## src/rtl/dmem_arb_pkg.sv

```systemverilog
// Shared constants for the data-memory arbiter: FSM state and op encodings,
// plus the width and saturating-increment helper used by the perf counters.
package dmem_arb_pkg;

    localparam logic [1:0] IDLE  = 2'd0;
    localparam logic [1:0] ISSUE = 2'd1;
    localparam logic [1:0] WAIT  = 2'd2;
    localparam logic [1:0] DONE  = 2'd3;

    localparam logic OP_RD = 1'b0;
    localparam logic OP_WR = 1'b1;

    localparam int PERF_W = 32;

    // Counters stick at all-ones rather than wrapping back to zero.
    function automatic logic [PERF_W-1:0] sat_inc(input logic [PERF_W-1:0] v);
        return (&v) ? v : v + PERF_W'(1);
    endfunction

endpackage

```

## src/rtl/dmem_arbiter_rr_picker.sv

```systemverilog
// Combinational round-robin selector: returns the first requesting index at or
// after rr_ptr, wrapping from NUM_CORES-1 back to 0.
module rr_picker #(
    parameter int NUM_CORES = 4,
    parameter int IDX_W     = 2
) (
    input  logic [NUM_CORES-1:0] req,
    input  logic [IDX_W-1:0]     rr_ptr,
    output logic [IDX_W-1:0]     grant,
    output logic                 any_req
);

    always_comb begin
        int             idx;
        logic [IDX_W-1:0] sel;
        idx     = 0;
        sel     = '0;
        grant   = '0;
        any_req = |req;
        // Scan from the farthest offset down so the nearest requester wins last.
        for (int off = NUM_CORES - 1; off >= 0; off--) begin
            idx = int'(rr_ptr) + off;
            if (idx >= NUM_CORES) begin
                idx = idx - NUM_CORES;
            end
            sel = idx[IDX_W-1:0];
            if (req[sel]) begin
                grant = sel;
            end
        end
    end

endmodule

```

## src/rtl/dmem_arbiter.sv

```systemverilog
// Round-robin arbiter sharing one synchronous data memory among NUM_CORES cores.
// Optional performance counters are built when DMEM_ARB_PERF_EN is defined.
module dmem_arbiter
    import dmem_arb_pkg::*;
#(
    parameter int NUM_CORES = 4,
    parameter int ADDR_W    = 16,
    parameter int DATA_W    = 16,
    parameter int MEM_LAT   = 2
) (
    input  logic                        clk,
    input  logic                        rst,
    input  logic [NUM_CORES-1:0]        core_memread,
    input  logic [NUM_CORES-1:0]        core_memwr,
    input  logic [NUM_CORES*ADDR_W-1:0] core_addr,
    input  logic [NUM_CORES*DATA_W-1:0] core_wdata,
    output logic [NUM_CORES-1:0]        core_done,
    output logic [NUM_CORES-1:0]        core_stall,
    output logic [DATA_W-1:0]           core_rdata,
    output logic [ADDR_W-1:0]           mem_addr,
    output logic [DATA_W-1:0]           mem_wdata,
    output logic                        mem_read,
    output logic                        mem_wr,
    input  logic [DATA_W-1:0]           mem_rdata
`ifdef DMEM_ARB_PERF_EN
    ,
    output logic [PERF_W-1:0]           perf_xfers,
    output logic [PERF_W-1:0]           perf_stall_cycles
`endif
);

    localparam int IDX_W = $clog2(NUM_CORES);
    localparam int CNT_W = (MEM_LAT > 1) ? $clog2(MEM_LAT) : 1;

    logic [1:0]           state;
    logic [IDX_W-1:0]     rr_ptr;
    logic [IDX_W-1:0]     grant;
    logic [IDX_W-1:0]     pick;
    logic [IDX_W-1:0]     next_ptr;
    logic                 any_req;
    logic                 op;
    logic [CNT_W-1:0]     lat_cnt;
    logic [NUM_CORES-1:0] req;
    logic [NUM_CORES-1:0] grant_onehot;
    logic [ADDR_W-1:0]    sel_addr;
    logic [DATA_W-1:0]    sel_wdata;

    assign req          = core_memread | core_memwr;
    assign core_stall   = req & ~core_done;
    assign grant_onehot = {{(NUM_CORES-1){1'b0}}, 1'b1} << grant;
    assign next_ptr     = (grant == IDX_W'(NUM_CORES - 1)) ? '0 : grant + IDX_W'(1);

    rr_picker #(
        .NUM_CORES(NUM_CORES),
        .IDX_W    (IDX_W)
    ) u_picker (
        .req    (req),
        .rr_ptr (rr_ptr),
        .grant  (pick),
        .any_req(any_req)
    );

    always_comb begin
        sel_addr  = '0;
        sel_wdata = '0;
        for (int i = 0; i < NUM_CORES; i++) begin
            if (pick == IDX_W'(i)) begin
                sel_addr  = core_addr[i*ADDR_W +: ADDR_W];
                sel_wdata = core_wdata[i*DATA_W +: DATA_W];
            end
        end
    end

    // The memory port registers double as the request latch: they are loaded on
    // the IDLE->ISSUE edge so the strobe and address appear during ISSUE.
    always_ff @(posedge clk) begin
        if (rst) begin
            state      <= IDLE;
            rr_ptr     <= '0;
            lat_cnt    <= '0;
            grant      <= '0;
            op         <= OP_RD;
            core_done  <= '0;
            core_rdata <= '0;
            mem_read   <= 1'b0;
            mem_wr     <= 1'b0;
            mem_addr   <= '0;
            mem_wdata  <= '0;
        end else begin
            core_done <= '0;
            mem_read  <= 1'b0;
            mem_wr    <= 1'b0;
            case (state)
                IDLE: begin
                    if (any_req) begin
                        grant     <= pick;
                        op        <= core_memwr[pick] ? OP_WR : OP_RD;
                        mem_addr  <= sel_addr;
                        mem_wdata <= sel_wdata;
                        mem_wr    <= core_memwr[pick];
                        mem_read  <= ~core_memwr[pick];
                        state     <= ISSUE;
                    end
                end
                ISSUE: begin
                    if (op == OP_WR) begin
                        core_done <= grant_onehot;
                        state     <= DONE;
                    end else begin
                        lat_cnt <= CNT_W'(MEM_LAT - 1);
                        state   <= WAIT;
                    end
                end
                WAIT: begin
                    if (lat_cnt == '0) begin
                        core_rdata <= mem_rdata;
                        core_done  <= grant_onehot;
                        state      <= DONE;
                    end else begin
                        lat_cnt <= lat_cnt - CNT_W'(1);
                    end
                end
                DONE: begin
                    rr_ptr <= next_ptr;
                    state  <= IDLE;
                end
                default: state <= IDLE;
            endcase
        end
    end

`ifdef DMEM_ARB_PERF_EN
    always_ff @(posedge clk) begin
        if (rst) begin
            perf_xfers        <= '0;
            perf_stall_cycles <= '0;
        end else begin
            if (state == DONE) begin
                perf_xfers <= sat_inc(perf_xfers);
            end
            if (|core_stall) begin
                perf_stall_cycles <= sat_inc(perf_stall_cycles);
            end
        end
    end
`endif

endmodule

```

## config.mk

```make
export PLATFORM = sky130hd
export DESIGN_NAME = dmem_arbiter
export DESIGN_NICKNAME = d
export VERILOG_FILES = /design/src/rtl/dmem_arb_pkg.sv /design/src/rtl/dmem_arbiter_rr_picker.sv /design/src/rtl/dmem_arbiter.sv
export SDC_FILE = /design/constraint.sdc
export NUM_CORES = 1
export LEC_CHECK = 0
export BUFFER_PORTS_ARGS = -buffer_cell sky130_fd_sc_hd__buf_2
export CORE_MARGIN = 2
export CORE_UTILIZATION = 39
export CTS_BUF_LIST = sky130_fd_sc_hd__clkbuf_8 sky130_fd_sc_hd__clkbuf_16
export DETAILED_ROUTE_END_ITERATION = 16
export GPL_TIMING_DRIVEN = 0
export HOLD_SLACK_MARGIN = 0.02
export PLACE_DENSITY = 0.8
export SLEW_MARGIN = 40
export SYNTH_ARGS = -nofsm -noshare
export SYNTH_HDL_FRONTEND = slang
export SYNTH_SLANG_ARGS = --single-unit
```

## constraint.sdc

```tcl
create_clock -name clk -period 2.88 [get_ports clk]
set_input_delay 0.576 -clock clk [delete_from_list [all_inputs] [get_ports clk]]
set_output_delay 0.576 -clock clk [all_outputs]
set_load 0.01 [all_outputs]
```

==> results of run 1 <==
[cells in the mapped netlist (all sizes together), types with 2 or more instances]
library cell | instances | area [sq um]
o211ai | 5 | 37.5
ha | 9 | 113
o21ai | 3 | 15.0
a211oi | 2 | 15.0
a21oi | 47 | 235
nand2 | 165 | 622
a21boi | 2 | 15.0
buf | 13 | 82.6
nor3 | 4 | 30.0
nand3 | 5 | 25.0
a22oi | 7 | 52.6
and2 | 6 | 37.5
a32oi | 5 | 43.8
nand2b | 2 | 12.5
or2 | 2 | 12.5
dfxtp | 62 | 1240
nor2 | 21 | 81.3
inv | 5 | 18.8
mux2i | 5 | 50.1
clkbuf | 16 | 60.1
nor2b | 2 | 12.5
a221o | 26 | 260
o31ai | 3 | 22.5
[cell families (layout without fill, tap and decap cells)]
| family | after synthesis | in the layout |
|---|---|---|
| buf+inv | 34 | 261 |
| mux | 6 | 6 |
| fa+ha+maj | 9 | 9 |
| flops | 62 | 62 |
| compound gates | 103 | 103 |
| simple gates | 214 | 214 |
[final cells by class]
| cell class | count | area [sq um] | area share (%) |
|---|---|---|---|
| Sequential cell | 62 | 1240 | 27.1 |
| Clock buffer | 10 | 138 | 3.01 |
| Timing Repair Buffer | 211 | 1060 | 23.1 |
| Buffer | 29 | 143 | 3.11 |
| Multi-Input combinational cell | 332 | 1810 | 39.6 |
| Inverter | 5 | 18.8 | 0.410 |
| Tap cell | 105 | 131 | 2.87 |
| Clock inverter | 6 | 37.5 | 0.820 |
[worst paths after layout]
path / startpoint / slack [ns] / endpoint / cells past startpoint
worst max register to register: rr_ptr[1] / 0.45 / mem_wdata[6] / 7
worst min register to register: core_rdata[13] / 0.45 / core_rdata[13] / 2
worst min-delay path: core_rdata[13] / 0.45 / core_rdata[13] / 2
worst max-delay path: core_memread[3] / 0.35 / mem_addr[10] / 7
[through the flow]
stage | TNS, ns | utilization [%]
floorplan | 0 | -
global placement | 0 | 54.4
detailed placement | -0.00228 | 54.4
CTS | 0 | 56.6
global route | 0 | 56.6
finish | 0 | 56.6
[metal layers]
metal | global-route usage, % | share of wire [%]
met3 | 5.35 | 8.4
met2 | 39.4 | 49
met5 | 0 | 0
met4 | 7.25 | 1.4
met1 | 25.4 | 41
[power groups by stage]
stage	sequential [uW]	combinational [uW]	clock (uW)
3_3_place_gp	1250	1420	0
3_5_place_dp	1260	1450	0
5_1_grt	1270	1620	733
6_report	1240	1450	670
4_1_cts	1240	1460	694
2_1_floorplan	1340	804	0
[tightest hold or removal path, delay by kind of cell, from the launching register on]
kind	cells	cell delay (ns)
compound gates	1	0.05
flops	1	0.31
simple gates	1	0.05
[sequential cells by signal, summed over array words and instances (netlist names)]
name and flops:
mem_read 1, lat_cnt 1, state 2, grant 2, mem_addr 16, op 1
mem_wdata 16, rr_ptr 2, core_rdata 16, core_done 4, mem_wr 1
[cells in the final DEF, fill, tap and decap left out, drive strengths merged, types with 2 or more instances in the layout]
master / synthesis / layout
buf: 13 / 224
nand2: 165 / 165
dfxtp: 62 / 62
a21oi: 47 / 47
a221o: 26 / 26
clkbuf: 16 / 26
nor2: 21 / 21
ha: 9 / 9
a22oi: 7 / 7
and2: 6 / 6
inv: 5 / 5
mux2i: 5 / 5
a32oi: 5 / 5
nand3: 5 / 5
o211ai: 5 / 5
nor3: 4 / 4
o21ai: 3 / 3
o31ai: 3 / 3
clkinv: 0 / 3
clkinvlp: 0 / 3
or2: 2 / 2
nor2b: 2 / 2
a211oi: 2 / 2
nand2b: 2 / 2
a21boi: 2 / 2
==> metrics.txt, run 1 <==
Post-CTS Setup Bufs=0; critical path type=in -> reg; Ys Warns=0; synthesized instance count=428; Clk network pwr share=19.9%; initial antenna violation count=0; simple-gate share of the synthesized area=27.6%; Antenna Violating Nets Remaining=0; die area=8990 sq um; Leakage=0.00235 uW; Max Clock Freq=0.395 GHz; Vias per Instance=5.03; maximum VDD drop=375 uV; ys flop type=dfxtp_1; number of synthesized register bits=62; Final Setup Violations=0; Comb pwr share=43.1%; worst slew pin tran=0.756 ns; switching portion of total power=39.3%; TritonCTS Buffers=9; GR Util All Layers=21.9%; placed cells=744; Arrival @ worst endpoint=2.79 ns; Hold Buf Count CTS=0; Total Power=3360 uW; dpl hpwl=8160 um; Layout fillers=795; CP Capture Type=flip-flop; final worst-path cycle share=87.9%; GR Overflow Total=0; XOR/XNOR Fraction of Synth Area=0%; Final #Nets=813; RSZ-0062 raised after global routing=false; P_int=2040 uW; Ports=212; vias in the first global route=3427; DP Area=4400 sq um; H-tree depth=3; placement row count=33; Post-synth EDFFs=0; largest stage delay on the critical path=0.68 ns; root buffer cell=clkbuf_8; clk_lat worst skew=0.33 ns; final WL=10400 um; Max-cap violations=0; CTS tree=built; first-pass GRT wire length=15600 um; Fin. Hold Viols=0; post-cts sizing count=0; fin worst setup slack=0.349 ns; Iter 0 DRT Violations=126; sequential fraction of design power=37.0%; die height=94.8 um; worst rel slew slack=49.3%; Top Family by Delay on Critical Path=simple AND/OR/NAND/NOR gates; HP Class=reg -> reg; Area Overhead vs Synth=42.4%; number of diodes=0; max-slew violations=0; Critical Path Start Type=input port; CTS Buffer Depth=2; fin cells=760; WP buf/inv=2; Vias=3819; skew final=0.00576 ns; status=completed; Pwr Density=734 nW/um^2; Post-Synth Adder-Cell Area=3.50%; Die X=94.8 um; layout cells sized above 1=37.9%; compound-gate portion of the synthesized area=23.0%; pre-CTS setup slack=-0.00201 ns; syn_nets=591; sequential fraction of the synthesis area=38.6%; Crit path required time=3.14 ns; crit path cell chain=buf_2, or4_4, a21boi_1, nor3_2, buf_2, a22oi_1, o211ai_1; drt wl/cell=13.7 um; crit path max fanout=10; Fin Hold WS=0.454 ns; Net Sw Power=1320 uW; asr flop ratio synth=0%; most numerous cell on the critical path=buf_2; post-route cell area=4580 sq um; Remaining DRCs=0; critical path's slowest cell=nor3_2; cell area after synthesis=3220 sq um; largest net degree at the start of global routing=12; multiplexer share of the synthesized area=2.26%; minimum clock period=2.53 ns; syn_area_per_cell=7.52 sq um; synth unique cells=40; largest family of logic cells by synthesized area=simple AND/OR/NAND/NOR gates; clock sink count=62; Routability Congestion=0.807; Initial Util=39.7%; area of the core=8090 sq um; Worst-path clk slew=0.07 ns; DR pass1 iterations=4; Port Buffer Count=211
(Power assumes the default switching activity.)
==> inputs of run 2 (changes only) <==
CORE_UTILIZATION = 42   (was 39)
PLACE_DENSITY = 0.85   (was 0.8)
TNS_END_PERCENT = 20   (was not set)
clock period = 2.9 ns   (was 2.88 ns; I/O delays follow)
==> run 2 against run 1 <==
Critical endpoint is now mem_addr[6]. Clock power shrank 2%. Via count grew 2.5%. Register-to-register slack gained 0.09 ns. Cell count shrank 1.2%. Wire length grew 5.0%. Count of clock-buffer cells in the layout grew 1. Hold slack gained 0.0034 ns.
==> metrics.txt, run 2 (synthesis results as in run 1) <==
Regs by FF count=core_rdata: 16 flops, mem_addr: 16 flops, mem_wdata: 16 flops (unchanged); Die X=91.5 um (was 94.8 um); Fin. Hold Viols=0 (unchanged); root buffer cell=clkbuf_8 (unchanged); CTS tree=built (unchanged); P_int=2040 uW (about the same); Antenna Violating Nets Remaining=0 (unchanged); die height=91.5 um (was 94.8 um); Final #Nets=813 (unchanged); maximum VDD drop=438 uV (was 375 uV); Area Overhead vs Synth=41.7% (was 42.4%); CTS Buffer Depth=2 (unchanged); max-slew violations=0 (unchanged); Vias per Instance=5.21 (was 5.03); Comb pwr share=43.2% (was 43.1%); area of the core=7330 sq um (was 8090 sq um); Leakage=0.00235 uW (about the same); final WL=10900 um (was 10400 um); Ports=212 (unchanged); Layout fillers=670 (was 795); Clk network pwr share=19.7% (was 19.9%); Final Setup Violations=0 (unchanged); Post-CTS Setup Bufs=0 (unchanged); Critical Path Start Type=input port (unchanged); setup tns final=0 ns (unchanged); Max Clock Freq=0.403 GHz; final worst-path cycle share=85.7%; FF+latch area=1240 sq um (unchanged); Remaining DRCs=0 (unchanged); Crit path required time=3.15 ns (was 3.14 ns); largest net degree at the start of global routing=11 (was 12); clk_lat worst skew=0.34 ns (was 0.33 ns); status=completed (unchanged); crit path max fanout=10 (unchanged); skew final=0.00933 ns (was 0.00576 ns); number of diodes=0 (unchanged); metal2 WL=5580 um (was 5090 um); Port Buffer Count=211 (unchanged); CP Capture Type=flip-flop (unchanged); vias in the first global route=3839 (was 3427); M1 WL=4240 um (was 4300 um); Arrival @ worst endpoint=2.74 ns (was 2.79 ns); Initial Util=43.9% (was 39.7%); drt wl/cell=14.6 um (was 13.7 um); most frequent cells in the layout=220 x buf_2, 164 x nand2_1, 62 x dfxtp_1, 47 x a21oi_1, 26 x a221o_1 (unchanged); HP Class=reg -> reg (unchanged); Net Sw Power=1300 uW (was 1320 uW); RSZ-0062 raised after global routing=false (unchanged); TritonCTS Buffers=9 (unchanged); Max-cap violations=0 (unchanged); worst rel slew slack=53.9% (was 49.3%); leading cell type in the layout, fill and taps excluded=buf_2 (unchanged); max layer used=met4 (unchanged); minimum clock period=2.48 ns; clock sink count=62 (unchanged); routed wl met3=806 um (was 874 um); fin cells=751 (was 760); Hold Buf Count CTS=0 (unchanged); layout cells sized above 1=37.6% (was 37.9%); sequential fraction of design power=37.1% (was 37.0%); die area=8380 sq um (was 8990 sq um); switching portion of total power=39.0% (was 39.3%); placed cells=738 (was 744); H-tree depth=3 (unchanged); initial antenna violation count=0 (unchanged); Iter 0 DRT Violations=92 (was 126); critical path type=in -> reg (unchanged); dpl hpwl=8690 um (was 8160 um); worst slew pin tran=0.688 ns (was 0.756 ns); first-pass GRT wire length=17100 um (was 15600 um); GR Overflow Total=0 (unchanged); Pwr Density=733 nW/um^2 (was 734 nW/um^2); Vias=3913 (was 3819); placement row count=31 (was 33); Routability Congestion=0.855 (was 0.807); post-cts sizing count=0 (unchanged); GR Util All Layers=25.1% (was 21.9%); DR pass1 iterations=5 (was 4); multi-input logic area=1810 sq um (unchanged); Worst-path clk slew=0.06 ns (was 0.07 ns)
==> run 2: changes by cell type in the layout (fill, tap and decap cells not counted) <==
cell	before	now
clkbuf_8	10	11
clkinv_2	3	2
clkinvlp_4	3	0
==> run 2: cell type report <==
cell class	count	share of cell area (%)
Buffer	29	3.13
Clock buffer	11	3.32
Clock inverter	2	0.220
Inverter	5	0.412
Multi-Input combinational cell	332	39.8
Sequential cell	62	27.2
Tap cell	99	2.72
Timing Repair Buffer	211	23.2
==> run 2: path summary, 6_finish.rpt <==
kind / from / end / slack [ns] / cells after the start
worst min register to register: core_rdata[14] / core_rdata[14] / 0.46 / 2
worst min-delay path: core_rdata[14] / core_rdata[14] / 0.46 / 2
worst max register to register: rr_ptr[1] / mem_wdata[11] / 0.54 / 7
worst max-delay path: core_memread[3] / mem_addr[6] / 0.42 / 7
==> run 2: power groups by stage <==
stage	combinational (uW)	clock (uW)	sequential, uW
CTS	1450	668	1230
finish	1440	658	1240
floorplan	799	0	1330
detailed placement	1450	0	1250
global route	1600	711	1260
global placement	1400	0	1240
==> run 2: routing by layer <==
| metal | track usage, % | up-vias |
|---|---|---|
| met4 | 11.5 | 0 |
| met3 | 5.48 | 25 |
| met5 | 0 | - |
| met2 | 45.3 | 183 |
| met1 | 27.9 | 1786 |
| li1 | - | 1919 |
==> run 2: worst max-delay path: stages <==
cell and delay, ns:
buf_2 0.11, or4_4 0.57, a21boi_1 0.25, nor3_2 0.63, buf_2 0.34, a22oi_1 0.10, o211ai_1 0.17
==> run 2: through the flow <==
step | area, sq um | setup WS [ns] | utilization, % | total power [uW] | hold WS (ns)
finish | 4560 | 0.416 | 62.2 | 3340 | 0.457
global route | 4560 | 0.243 | 62.2 | 3570 | 0.470
CTS | 4560 | 0.393 | 62.2 | 3350 | 0.459
detailed placement | 4400 | 0.0957 | 60.0 | 2700 | 0.450
global placement | 4400 | 0.0961 | 60.0 | 2640 | 0.440
floorplan | 3220 | 0.507 | - | 2130 | 0.476
==> inputs of run 3 (changes only) <==
CORE_ASPECT_RATIO = 1.75   (was not set)
CORE_MARGIN = 5   (was 2)
==> run 3 against run 2 <==
Die area grew 14%. Count of clock-buffer cells in the layout decreased by 1. Hold slack got worse by 0.0061 ns. Combinational power up 3%. Sequential power hardly changed. Design area grew 3.3%. Via count is 0.13% higher. Core utilization rose by 0.46 points. Power grew 15%. Largest cell class unchanged. Highest routed layer unchanged.
==> metrics.txt, run 3 (synthesis results as in run 1) <==
HP Class=reg -> reg (unchanged); met1 Usage GRT=24.2% (was 27.9%); Final Core Density=62.6% (was 62.2%); Max Clock Freq=0.395 GHz (was 0.403 GHz); GR Util All Layers=23.5% (was 25.1%); clock sink count=62 (unchanged); Leakage=0.00242 uW (was 0.00235 uW); critical path's slowest cell=o41ai_4 (was nor3_2); dpl hpwl=9420 um (was 8690 um); DR pass1 iterations=5 (unchanged); Fin Hold WS=0.451 ns (was 0.457 ns); Ports=212 (unchanged); largest net degree at the start of global routing=12 (was 11); Area Overhead vs Synth=46.3% (was 41.7%); Fin. Hold Viols=0 (unchanged); vias in the first global route=4025 (was 3839); Iter 0 DRT Violations=136 (was 92); Worst-path clk slew=0.06 ns (about the same); RSZ-0062 raised after global routing=false (unchanged); Initial Util=42.8% (was 43.9%); Vias=3918 (was 3913); crit path cell chain=buf_2, or4_4, o41ai_4, nor2_2, nand2_2, buf_6, a21oi_1, a221o_1 (was buf_2, or4_4, a21boi_1, nor3_2, buf_2, a22oi_1, o211ai_1); Post-CTS Setup Bufs=0 (unchanged); final worst-path cycle share=87.4% (was 85.7%); die height=126 um (was 91.5 um); Crit path required time=3.10 ns (was 3.15 ns); TritonCTS Buffers=9 (unchanged); GR peak layer=met2 (unchanged); leading cell type in the layout, fill and taps excluded=buf_2 (unchanged); die area=9580 sq um (was 8380 sq um); GR Overflow Total=0 (unchanged); Die X=76.2 um (was 91.5 um); max-slew violations=0 (unchanged); Max-cap violations=0 (unchanged); Remaining DRCs=0 (unchanged); largest stage delay on the critical path=0.61 ns (was 0.63 ns); Hold Path Origin=core_rdata[3] (was core_rdata[14]); Antenna Violating Nets Remaining=0 (unchanged); Routability Congestion=0.927 (was 0.855); Pwr Density=818 nW/um^2 (was 733 nW/um^2); post-cts sizing count=0 (unchanged); crit path max fanout=10 (unchanged); Hold Path Depth=2 (unchanged); H-tree depth=3 (unchanged); CTS tree=built (unchanged); status=completed (unchanged); met3 usage=7.50% (was 5.48%); placement row count=42 (was 31); minimum clock period=2.53 ns (was 2.48 ns); fin cells=743 (was 751); Port Buffer Count=211 (unchanged); setup tns final=0 ns (unchanged); CP Capture Type=flip-flop (unchanged); placed cells=727 (was 738); Final Setup Violations=0 (unchanged); Regs by FF count=core_rdata: 16 flops, mem_addr: 16 flops, mem_wdata: 16 flops (unchanged); critical path type=in -> reg (unchanged); clk_lat worst skew=0.32 ns (was 0.34 ns); most frequent cells in the layout=220 x buf_2, 164 x nand2_1, 62 x dfxtp_1, 47 x a21oi_1, 26 x a221o_1 (unchanged); first-pass GRT wire length=18600 um (was 17100 um); final WL=11800 um (was 10900 um); initial antenna violation count=0 (unchanged); drt wl/cell=15.8 um (was 14.6 um); Worst R2R End=mem_addr[4] (was mem_wdata[11]); Hold Buf Count CTS=0 (unchanged); Final #Nets=813 (unchanged); worst rel slew slack=51.4% (was 53.9%); layout cells sized above 1=37.9% (was 37.6%); maximum VDD drop=499 uV (was 438 uV); M2 GR Usage=43.1% (was 45.3%); area of the core=7510 sq um (was 7330 sq um); Worst R2R Start=rr_ptr[1] (unchanged); worst reg2reg path depth=8 (was 7); CTS Buffer Depth=2 (unchanged); number of diodes=0 (unchanged); skew final=0.00656 ns (was 0.00933 ns); root buffer cell=clkbuf_16 (was clkbuf_8); Arrival @ worst endpoint=2.73 ns (was 2.74 ns); FF-to-FF setup slack=0.51 ns (was 0.54 ns); Critical Path Start Type=input port (unchanged); Layout fillers=666 (was 670); Vias per Instance=5.27 (was 5.21); hold path endpoint=core_rdata[3] (was core_rdata[14]); worst slew pin tran=0.727 ns (was 0.688 ns)
run 3: cell count changes in the layout (fill, tap and decap cells not counted), sizes merged:
| cell | change |
|---|---|
| bufinv | +2 |
| clkinvlp | +2 |
| clkbuf | -1 |
run 3: through the flow:
step	setup slack, ns	instance area [sq um]	total power (uW)
4_1_cts	0.339	4710	3870
5_1_grt	0.209	4710	4090
6_report	0.366	4710	3850
3_3_place_gp	0.0528	4380	2650
2_1_floorplan	0.507	3220	2130
3_5_place_dp	0.00717	4380	2720
run 3: how the worst max path moves through the flow:
stage | from | end | slack, ns | cells past startpoint
2_1_floorplan | core_memread[3] | mem_addr[10] | 0.51 | 7
3_3_place_gp | core_memread[3] | mem_addr[8] | 0.05 | 7
3_5_place_dp | core_memread[3] | mem_addr[9] | 0.007 | 7
4_1_cts | core_memread[3] | mem_addr[9] | 0.34 | 7
5_1_grt | core_memread[3] | mem_addr[10] | 0.21 | 7
6_report | core_memread[3] | mem_addr[4] | 0.37 | 8
run 3: final cells by class:
| type | count | area [sq um] | share of cell area [%] |
|---|---|---|---|
| multi-input cells | 332 | 1810 | 38.5 |
| plain buffers | 29 | 143 | 3.03 |
| flip-flops and latches | 62 | 1240 | 26.4 |
| inverters | 5 | 18.8 | 0.399 |
| clock buffers | 10 | 239 | 5.08 |
| clock inverters | 6 | 85.1 | 1.81 |
| repair buffers | 211 | 1060 | 22.4 |
| well taps | 88 | 110 | 2.34 |
run 3: power breakdown:
group | internal, uW | switching (uW) | leakage (uW) | total [uW]
clock network | 771 | 372 | 0.000154 | 1140
logic | 607 | 869 | 0.00175 | 1480
registers | 1100 | 137 | 0.000508 | 1230
total | 2470 | 1380 | 0.00242 | 3850
run 3: metal layers:
metal | vias to the layer above | share of wire, % | routed length [um]
li1 | 1922 | - | -
met1 | 1777 | 35 | 4140
met2 | 187 | 53 | 6260
met3 | 32 | 8.5 | 1000
met4 | 0 | 2.9 | 346
met5 | - | 0 | 0
run 3: critical path, delay by kind of cell:
kind | cells | cell delay [ns]
AO/OA/AOI/OAI | 3 | 0.97
buffers and inverters | 2 | 0.29
AND/OR/NAND/NOR | 3 | 0.89
